File: src/rtl/soc_bus_fabric.sv
// soc_bus_fabric: memory-mapped interconnect between the FemtoRV32 data port
// and N_SLV slave slots. Page decode onto a one-hot chip select, registered
// read mux, wait-state handshake and per-transaction timeout with a sticky
// bus-error record.
module soc_bus_fabric #(
  parameter int unsigned            N_SLV    = 8,
  parameter int unsigned            SEL_HI   = 31,
  parameter int unsigned            SEL_LO   = 16,
  parameter logic [SEL_HI-SEL_LO:0] RAM_PAGE = 16'h0000,
  parameter logic [SEL_HI-SEL_LO:0] PER_BASE = 16'h0040,
  parameter int unsigned            TIMEOUT  = 15,
  parameter logic [31:0]            ERR_DATA = 32'hDEAD_BEEF
) (
  input  logic                 clk,
  input  logic                 resetn,
  input  logic [31:0]          mem_addr,
  input  logic [31:0]          mem_wdata,
  input  logic [3:0]           mem_wmask,
  input  logic                 mem_rstrb,
  output logic [31:0]          mem_rdata,
  output logic                 mem_rbusy,
  output logic                 mem_wbusy,
  output logic [N_SLV-1:0]     cs,
  output logic                 rd,
  output logic                 wr,
  output logic [3:0]           slv_wmask,
  output logic [31:0]          slv_wdata,
  input  logic [32*N_SLV-1:0]  slv_rdata,
  input  logic [N_SLV-1:0]     slv_ready,
  input  logic                 err_clr,
  output logic                 bus_err,
  output logic [31:0]          bus_err_addr
);

  localparam int unsigned PW = SEL_HI - SEL_LO + 1;
  localparam int unsigned IW = (N_SLV > 1) ? $clog2(N_SLV) : 1;
  localparam int unsigned CW = $clog2(TIMEOUT + 1);

  typedef enum logic [1:0] {IDLE, RD_WAIT, WR_WAIT} state_t;

  state_t        state, state_d;
  logic [IW-1:0] sel_q, dec_idx, cur_idx;
  logic [31:0]   addr_q;
  logic [CW-1:0] cnt_q, cnt_d;
  logic [PW-1:0] page;
  logic [31:0]   sel_rdata;
  logic          sel_ready;
  logic          rd_done;
  logic          tmo;

  assign slv_wdata = mem_wdata;
  assign mem_rbusy = resetn && (state == RD_WAIT);
  assign mem_wbusy = resetn && (state == WR_WAIT);

  // Page decode: RAM page and any unmapped page fall through to slot 0.
  always_comb begin
    page    = mem_addr[SEL_HI:SEL_LO];
    dec_idx = '0;
    if (page != RAM_PAGE) begin
      for (int unsigned k = 1; k < N_SLV; k++) begin
        if (page == PER_BASE + PW'(k - 1)) dec_idx = IW'(k);
      end
    end
  end

  // Chip select follows the live address in IDLE, the latched slot while waiting.
  always_comb begin
    cur_idx = (state == IDLE) ? dec_idx : sel_q;
    cs      = '0;
    for (int unsigned k = 0; k < N_SLV; k++) begin
      cs[k] = (cur_idx == IW'(k));
    end
  end

  // Read data and ready of the latched slot.
  always_comb begin
    sel_rdata = '0;
    sel_ready = 1'b0;
    for (int unsigned k = 0; k < N_SLV; k++) begin
      if (sel_q == IW'(k)) begin
        sel_rdata = slv_rdata[32*k +: 32];
        sel_ready = slv_ready[k];
      end
    end
  end

  // Next-state, strobes and timeout detection; a write strobe beats a read.
  always_comb begin
    state_d   = state;
    cnt_d     = cnt_q;
    rd        = 1'b0;
    wr        = 1'b0;
    slv_wmask = '0;
    rd_done   = 1'b0;
    tmo       = 1'b0;
    unique case (state)
      IDLE: begin
        cnt_d = '0;
        if (resetn) begin
          wr = |mem_wmask;
          rd = mem_rstrb & ~wr;
          if (wr) begin
            slv_wmask = mem_wmask;
            state_d   = WR_WAIT;
          end else if (rd) begin
            state_d = RD_WAIT;
          end
        end
      end
      RD_WAIT, WR_WAIT: begin
        if (sel_ready) begin
          state_d = IDLE;
          rd_done = (state == RD_WAIT);
        end else if (cnt_q == CW'(TIMEOUT - 1)) begin
          state_d = IDLE;
          tmo     = 1'b1;
        end else begin
          cnt_d = cnt_q + 1'b1;
        end
      end
      default: state_d = IDLE;
    endcase
  end

  // State and wait counter register.
  always_ff @(posedge clk) begin
    if (!resetn) begin
      state <= IDLE;
      cnt_q <= '0;
    end else begin
      state <= state_d;
      cnt_q <= cnt_d;
    end
  end

  // Transaction latch, read-data register and sticky error record.
  always_ff @(posedge clk) begin
    if (!resetn) begin
      sel_q        <= '0;
      addr_q       <= '0;
      mem_rdata    <= '0;
      bus_err      <= 1'b0;
      bus_err_addr <= '0;
    end else begin
      if (state == IDLE && state_d != IDLE) begin
        sel_q  <= dec_idx;
        addr_q <= mem_addr;
      end
      if (rd_done) begin
        mem_rdata <= sel_rdata;
      end else if (tmo && state == RD_WAIT) begin
        mem_rdata <= ERR_DATA;
      end
      // A timeout coinciding with err_clr counts as a fresh first error.
      if (tmo) begin
        bus_err <= 1'b1;
        if (!bus_err || err_clr) bus_err_addr <= addr_q;
      end else if (err_clr) begin
        bus_err      <= 1'b0;
        bus_err_addr <= '0;
      end
    end
  end

endmodule

File: config.mk
export PLATFORM = sky130hd
export DESIGN_NAME = soc_bus_fabric
export DESIGN_NICKNAME = d
export VERILOG_FILES = /design/src/rtl/soc_bus_fabric.sv
export SDC_FILE = /design/constraint.sdc
export NUM_CORES = 1
export LEC_CHECK = 0
export ABC_AREA = 1
export CORE_AREA = 2 2 176 178
export DETAILED_ROUTE_END_ITERATION = 10
export DIE_AREA = 0 0 178 180
export PLACE_DENSITY = 0.6
export SETUP_SLACK_MARGIN = 0.5
export SLEW_MARGIN = 40
export SYNTH_ARGS = -nofsm -noshare
export SYNTH_HDL_FRONTEND = slang
export SYNTH_SLANG_ARGS = --single-unit
File: constraint.sdc
create_clock -name clk -period 3.1 [get_ports clk]
set_input_delay 0.31 -clock clk [delete_from_list [all_inputs] [get_ports clk]]
set_output_delay 0.31 -clock clk [all_outputs]
set_load 0.05 [all_outputs]
==> results of run 1 <==
-- synth_stat cells, drive strengths merged --
cell / n
buf: 62
nand4: 18
o211ai: 6
nor2: 71
xor2: 1
a31oi: 2
a221oi: 8
nand3: 157
dfxtp: 106
o21ai: 10
clkbuf: 38
nor3: 8
nand2: 318
inv: 90
a21oi: 155
o2111a: 1
ha: 6
o21a: 1
xnor2: 1
-- final timing paths --
path | startpoint | to | slack [ns] | depth (start not counted)
worst max-delay path | mem_addr[26] | cs[2] | 0.62 | 12
worst min-delay path | mem_addr[28] | addr_q[28] | 0.35 | 5
worst max register to register | sel_q[0] | mem_rdata[21] | 0.66 | 13
worst min register to register | mem_rdata[19] | mem_rdata[19] | 0.45 | 2
-- what timing repair did --
item,4_1_cts,5_1_grt
hold buffers,0,0
setup buffers,1,5
resized for setup,17,37
setup endpoints to repair,37,105
gates cloned,1,0
pin swaps,2,9
-- routing by layer --
metal / track usage [%] / share of wire [%]
met5: 0 / 0.087
met4: 5.08 / 2.4
met2: 31.2 / 48
met3: 5.12 / 7.3
met1: 23.0 / 43
-- cells by family (layout without fill, tap and decap cells) --
kind of cell / count (synthesis) / in the layout
other: 0 / 1
adder cells (fa/ha/maj): 6 / 6
flip-flops: 106 / 106
buffers and inverters: 190 / 515
AO/OA/AOI/OAI: 183 / 184
AND/OR/NAND/NOR: 572 / 572
XOR/XNOR: 2 / 2
-- cell type report --
type	count	area [µm²]
Fill cell	3257	19100
Timing Repair Buffer	409	4100
Multi-Input combinational cell	764	3690
Sequential cell	106	2120
Tap cell	396	495
Inverter	90	338
Clock buffer	10	239
Clock inverter	6	48.8
Antenna cell	1	2.50
-- per-stage QoR --
step	std cells	setup slack [ns]
floorplan	1059	0.689
global placement	1758	0.306
detailed placement	1758	0.237
CTS	1776	0.416
global route	1782	0.471
finish	1782	0.617
-- power groups by stage --
stage	combinational [W]	clock [W]	sequential [W]
floorplan	0.000868	0	0.00150
global placement	0.00145	0	0.00151
detailed placement	0.00146	0	0.00152
CTS	0.00147	0.00118	0.00149
global route	0.00163	0.00123	0.00150
finish	0.00148	0.00113	0.00149
-- worst max-delay path, cell delays in order --
cell and delay, ns:
clkdlybuf4s50_1 0.40, inv_1 0.10, nand3_2 0.11, nor3_2 0.20, nand4_1 0.13, inv_2 0.13, nand3_4 0.10, nand2_1 0.07
o21a_1 0.20, nand2_2 0.11, nor2_2 0.12, buf_6 0.17
-- registers in the layout, summed over array words and instances, names as in the netlist --
name / cells
bus_err_addr: 32
state: 2
mem_rdata: 32
sel_q: 3
addr_q: 32
bus_err: 1
cnt_q: 4
==> flow_summary.json, run 1 <==
{
  "status": "finished, final reports clean",
  "synth_top_area_share_pct": 32.6,
  "netlist_instances": 1059,
  "critical_path_class": "in2out",
  "place_congestion": 0.918,
  "start_util_pct": 21.6,
  "routed_wl_um": 31000,
  "clk_latency_ns": 0.35,
  "die_y_um": 180,
  "synth_fa_ha_area_share_pct": 1.15,
  "yosysTopAreaCell": "dfxtp_1",
  "arrival_ns": 2.17,
  "ys_warn_count": 0,
  "min_period_over_period_pct": 80.1,
  "layout-drive-gt1-share_pct": 7.29,
  "synth_top_family_by_area": "simple AND/OR/NAND/NOR gates",
  "yosys.area_share.simple_pct": 37.5,
  "muxShareOfSynthArea_pct": 0,
  "core_um2": 30200,
  "switchingPower_w": 0.00140,
  "p_leak_nw": 4.35,
  "holdCritPathClass": "in2reg",
  "fin_tns_setup_ns": 0,
  "io_pins": 449,
  "finalMaxSlewViolations": 0,
  "die_area_um2": 32000,
  "drc": 0,
  "cp.required_ns": 2.79,
  "cp-start-kind": "input port",
  "grt_pass1_vias": 7995,
  "fin_nets": 1722,
  "drt_pre_antenna_iters": 5,
  "p_seq_share_pct": 36.3,
  "pwr-share-comb_pct": 36.2,
  "p_int_w": 0.00269,
  "clock-sinks": 106,
  "areaGrowthSynthToFinish_pct": 69.6,
  "synth_xor_area_share_pct": 0.269,
  "grt_usage_pct": 18.5,
  "final_util_pct": 36.6,
  "vias_per_cell": 4.56,
  "vias": 8122,
  "syn_avg_cell_area_um2": 6.15,
  "dpl_cell_area_um2": 10500,
  "finalHoldViolations": 0,
  "relSlewSlack_pct": 55.6,
  "rows": 64,
  "finClkSkew_ns": 0.00937,
  "p_per_area_nw_per_um2": 371,
  "sw_frac_of_total_pct": 34.3,
  "finalSetupViolCount": 0,
  "clk_pin_slew_ns": 0.07,
  "syn_nets": 1401,
  "layout_common_cells": "clkdlybuf4s50_1, nand2_1, a21oi_1",
  "critical_path.max_fanout": 3,
  "cts_made_buffers": 9,
  "h-tree-depth": 3,
  "cap_violations": 0,
  "grt.overflow.total": 0,
  "holdWs_ns": 0.346,
  "grt_max_degree": 65,
  "cts_tree": "built",
  "syn-cell-area_um2": 6510,
  "worst_slew_pin_slew_ns": 0.666,
  "die_w_um": 178,
  "p_clk_share_pct": 27.5,
  "ys_ff_latch": 106,
  "synth_cell_types": 30,
  "root_buffer": "clkbuf_16",
  "rsz0062_at_grt": "false",
  "drt_iter0_markers": 478,
  "final_area_um2": 11000,
  "cts_buffer_depth": 2,
  "seq_area_frac_synth_pct": 32.6,
  "yosys-top-cells-area": "dfxtp_1, nand2_1, nand3_1",
  "drt-wirelength-per-cell_um": 17.4,
  "postRouteAntennaNets": 0,
  "fin_crit_ns": 2.48,
  "vdd_drop_max_mv": 0.218,
  "power_w": 0.00409,
  "antenna_found_initial": 3,
  "place_hpwl_um": 23400,
  "crit_path_end_kind": "output port",
  "final_common_cell": "clkdlybuf4s50_1",
  "max_freq_mhz": 403,
  "grt_pass1_wl_um": 45900,
  "port_buffers": 384,
  "synth-compound-area-share_pct": 15.2
}
No activity file was read; power rests on OpenSTA's default activity.
==> run 2: changes to the inputs <==
==> constraint.sdc (replaced) <==
create_clock -name clk -period 2.4 [get_ports clk]
set_input_delay 0.24 -clock clk [delete_from_list [all_inputs] [get_ports clk]]
set_output_delay 0.24 -clock clk [all_outputs]
set_load 0.05 [all_outputs]
==> flow_summary.json, run 2 (synthesized netlist as in run 1, its figures left out) <==
{
  "status": "finished, final reports clean",
  "min_period_over_period_pct": 89.2,
  "holdCritPathClass": "in2reg",
  "rsz0062_at_grt": "true",
  "startpoint": "mem_addr[28]",
  "critical_path_class": "in2reg",
  "drc": 0,
  "cts_tree": "built",
  "final_common_cell": "clkdlybuf4s50_1",
  "start_util_pct": 21.6,
  "die_area_um2": 32000,
  "cts_made_buffers": 9,
  "grt_pass1_vias": 8638,
  "rows": 64,
  "grt.busiest_layer": "met2",
  "die_y_um": 180,
  "die_w_um": 178,
  "crit_path_end_kind": "register",
  "setup_slack_ns": 0.260,
  "placed_cells": 1775,
  "routed_wl_um": 34800,
  "holdWs_ns": 0.192,
  "layout_common_cells": "clkdlybuf4s50_1, nand2_1, a21oi_1",
  "cap_violations": 0,
  "vias_per_cell": 4.69,
  "areaGrowthSynthToFinish_pct": 102,
  "cts_hold_buf": 0,
  "antenna_found_initial": 3,
  "max_freq_mhz": 467,
  "port_buffers": 384,
  "use_met2_pct": 33.8,
  "clock-sinks": 106,
  "vdd_drop_max_mv": 0.423,
  "pre_cts_ws_ns": -0.127,
  "grt_max_degree": 62,
  "layout-drive-gt1-share_pct": 23.9,
  "vias": 8720,
  "crit-reg2reg-launch": "sel_q[1]",
  "grt_pass1_wl_um": 50000,
  "place_hpwl_um": 24200,
  "worst_slew_pin_slew_ns": 0.824,
  "grt_usage_pct": 20.4,
  "p_per_area_nw_per_um2": 461,
  "use_met3_pct": 6.01,
  "fin_crit_ns": 2.14,
  "core_um2": 30200,
  "cp-start-kind": "input port",
  "p_leak_nw": 5.22,
  "fin_nets": 1801,
  "place_congestion": 0.980,
  "drt_pre_antenna_iters": 4,
  "clk_latency_ns": 0.36,
  "fin_cells": 1861,
  "critical_path.max_fanout": 3,
  "finClkSkew_ns": 0.0201,
  "grt.overflow.total": 0,
  "final_area_um2": 13200,
  "relSlewSlack_pct": 45.0,
  "finalHoldViolations": 0,
  "io_pins": 449,
  "cp.required_ns": 2.69,
  "drt_iter0_markers": 451,
  "arrival_ns": 2.43,
  "drt-wirelength-per-cell_um": 18.7,
  "clk_pin_slew_ns": 0.10,
  "reg.largest.list": "addr_q (32), bus_err_addr (32), mem_rdata (32)",
  "postRouteAntennaNets": 0,
  "dpl_cell_area_um2": 11000,
  "fin_tns_setup_ns": 0,
  "root_buffer": "clkbuf_16",
  "finalSetupViolCount": 0,
  "gr-usage-met1_pct": 24.9,
  "h-tree-depth": 3,
  "finalMaxSlewViolations": 0,
  "cts_buffer_depth": 2,
  "holdCritStartpoint": "mem_addr[26]"
}
[run 2: critical path: stages]
cell     delay, ns
buf_6         0.10
inv_4         0.05
nand4_1       0.14
nor3_4        0.16
buf_4         0.14
nand4_1       0.12
inv_2         0.16
nand3_4       0.10
buf_6         0.14
buf_6         0.10
buf_6         0.10
buf_6         0.10
buf_6         0.10
buf_6         0.10
buf_6         0.10
buf_6         0.10
buf_6         0.10
nand3_2       0.06
nand2_2       0.07
nor2_4        0.14
[run 2: power breakdown]
| group | internal [W] | leakage, nW | switching (W) |
|---|---|---|---|
| sequential | 0.00186 | 0.865 | 0.0000712 |
| clock | 0.000738 | 0.143 | 0.000786 |
| combinational | 0.00131 | 4.22 | 0.00131 |
[run 2: area by class of cell]
type,instances,area [µm²]
antenna,1,2.50
clock buffer,9,225
clock inverter,7,72.6
fill,3016,17000
inverter,90,377
multi-input combinational,764,4470
sequential,106,2130
tap,396,495
timing repair buffer,488,5390
[run 2: final timing paths]
check        slack [ns]  depth (start not counted)      endpoint
max reg2reg        0.30                         14  mem_rdata[1]
max                0.26                         20      sel_q[1]
min reg2reg        0.44                          2  mem_rdata[5]
min                0.19                          5    addr_q[26]
[run 2: stage by stage]
step	util [%]	total power (W)
global route	43.6	0.00639
detailed placement	36.3	0.00397
global placement	36.3	0.00395
floorplan	-	0.00310
CTS	41.8	0.00598
finish	43.6	0.00607
[run 2: metal layers]
layer | up-vias | share of wire, %
met3 | 73 | 7.6
met4 | 2 | 3.1
met2 | 325 | 47
met1 | 4079 | 42
li1 | 4241 | -
met5 | - | 0.037
[run 2: timing repair]
item | 4_1_cts | 5_1_grt
gates resized for setup | 237 | 90
pin swaps | 49 | 49
gates cloned | 13 | 2
buffers inserted | 39 | 15
setup endpoints to repair | 116 | 113
==> run 3: changes to the inputs <==
--- a/config.mk
+++ b/config.mk
@@ -9,7 +9,9 @@
 export CORE_AREA = 2 2 176 178
 export DETAILED_ROUTE_END_ITERATION = 10
 export DIE_AREA = 0 0 178 180
+export HOLD_SLACK_MARGIN = 0.15
 export PLACE_DENSITY = 0.6
+export RECOVER_POWER = 50
 export SETUP_SLACK_MARGIN = 0.5
 export SLEW_MARGIN = 40
 export SYNTH_ARGS = -nofsm -noshare
==> flow_summary.json, run 3 (synthesized netlist as in run 1, its figures left out) <==
{
  "port_buffers": 384,
  "h-tree-depth": 3,
  "drt_iter0_markers": 484,
  "grt_max_degree": 62,
  "timing.rr.end": "cnt_q[3]",
  "status": "finished, final reports clean",
  "reg2reg_slack_ns": 0.25,
  "arrival_ns": 2.39,
  "critical_path_class": "reg2reg",
  "grt_usage_pct": 20.4,
  "io_pins": 449,
  "start_util_pct": 21.6,
  "cp.depth": 9,
  "layout_common_cells": "clkdlybuf4s50_1, nand2_1, a21oi_1",
  "crit_slowest_cell": "o21ai_0",
  "fin_crit_ns": 2.15,
  "min_period_over_period_pct": 89.7,
  "finalMaxSlewViolations": 0,
  "areaGrowthSynthToFinish_pct": 101,
  "crit-reg2reg-launch": "state[0]",
  "place_congestion": 0.980,
  "core_um2": 30200,
  "die_area_um2": 32000,
  "clk_latency_ns": 0.36,
  "rr_worst_depth": 9,
  "cap_violations": 0,
  "cp_cell_sequence": "inv_2, ha_4, clkinvlp_2, clkbuf_1, o21ai_0, nand2_2, nor2_2, xnor2_1, nor2_1",
  "drt-wirelength-per-cell_um": 18.7,
  "vias_per_cell": 4.71,
  "cts_made_buffers": 9,
  "drc": 0,
  "fin_cells": 1861,
  "final_util_pct": 43.4,
  "postRouteAntennaNets": 0,
  "antenna_found_initial": 3,
  "cts_hold_buf": 0,
  "vdd_drop_max_mv": 0.424,
  "critical_path.max_fanout": 5,
  "root_buffer": "clkbuf_16",
  "holdCritStartpoint": "mem_addr[26]",
  "hold_depth": 5,
  "finalHoldViolations": 0,
  "holdCritPathClass": "in2reg",
  "grt_pass1_wl_um": 50000,
  "layout-drive-gt1-share_pct": 23.4,
  "final_common_cell": "clkdlybuf4s50_1",
  "p_per_area_nw_per_um2": 462,
  "die_y_um": 180,
  "max_freq_mhz": 464,
  "crit_buf_inv": 3,
  "crit_path_end_kind": "register",
  "cp.required_ns": 2.64,
  "vias": 8765,
  "clk_pin_slew_ns": 0.08,
  "rsz0062_at_grt": "true",
  "crit_family": "buffers and inverters",
  "finalSetupViolCount": 0,
  "finClkSkew_ns": 0.0208,
  "cp-start-kind": "register",
  "placed_cells": 1775,
  "grt.overflow.total": 0,
  "place_hpwl_um": 24200,
  "cts_tree": "built",
  "worst_slew_pin_slew_ns": 0.821,
  "fin_nets": 1801,
  "reg.largest.list": "addr_q (32), bus_err_addr (32), mem_rdata (32)",
  "clock-sinks": 106,
  "p_leak_nw": 5.45,
  "rows": 64,
  "grt_pass1_vias": 8638,
  "die_w_um": 178,
  "cts_buffer_depth": 2,
  "slowest_delay_ns": 0.49,
  "relSlewSlack_pct": 45.2,
  "holdPathEnd": "addr_q[26]",
  "drt_pre_antenna_iters": 5,
  "routed_wl_um": 34800
}
run 3: power by group:
group	leakage, nW	internal (W)	switching, W	total [W]
clock	0.143	0.000738	0.000790	0.00153
sequential	0.864	0.00186	0.0000709	0.00193
combinational	4.44	0.00130	0.00130	0.00261
run 3: layout make-up:
| class | count | area (µm²) |
|---|---|---|
| fillers | 3022 | 17100 |
| repair buffers | 488 | 5370 |
| multi-input cells | 764 | 4440 |
| flip-flops and latches | 106 | 2130 |
| well taps | 396 | 495 |
| inverters | 90 | 374 |
| clock buffers | 9 | 225 |
| clock inverters | 7 | 72.6 |
| diodes | 1 | 2.50 |
run 3: routing by layer:
| metal | part of all wire, % | track usage (%) | wire (µm) | vias up |
|---|---|---|---|---|
| li1 | - | - | - | 4243 |
| met1 | 42 | 24.9 | 14700 | 4098 |
| met2 | 47 | 33.8 | 16400 | 349 |
| met3 | 7.6 | 6.01 | 2660 | 73 |
| met4 | 3.1 | 7.08 | 1090 | 2 |
| met5 | 0.037 | 0 | 13 | - |
run 3: tightest hold or removal path: cells and delay by family:
kind | cells | cell delay [ns]
buf+inv | 2 | 0.11
simple gates | 3 | 0.16
run 3: timing repair:
action	in CTS	in global routing
resized for setup	237	90
gates cloned	13	2
setup buffers	39	15
setup endpoints to repair	116	113
pin swaps	49	49
run 3: worst max-delay path by stage:
stage	startpoint	slack (ns)	to
floorplan	sel_q[1]	0.51	mem_rdata[0]
global placement	mem_addr[26]	-0.07	cs[3]
detailed placement	mem_addr[26]	-0.13	cs[1]
CTS	mem_addr[28]	0.28	cs[2]
global route	sel_q[1]	0.14	addr_q[3]
finish	state[0]	0.25	cnt_q[3]
run 3: per-stage QoR:
stage / cell area (µm²) / hold slack (ns) / worst slack, ns / setup TNS [ns] / total power, W
floorplan: 6620 / 0.413 / 0.511 / 0 / 0.00310
global placement: 11000 / 0.432 / -0.0683 / -0.451 / 0.00395
detailed placement: 11000 / 0.435 / -0.127 / -0.883 / 0.00397
CTS: 12600 / 0.182 / 0.281 / 0 / 0.00598
global route: 13100 / 0.195 / 0.136 / 0 / 0.00638
finish: 13100 / 0.191 / 0.247 / 0 / 0.00606
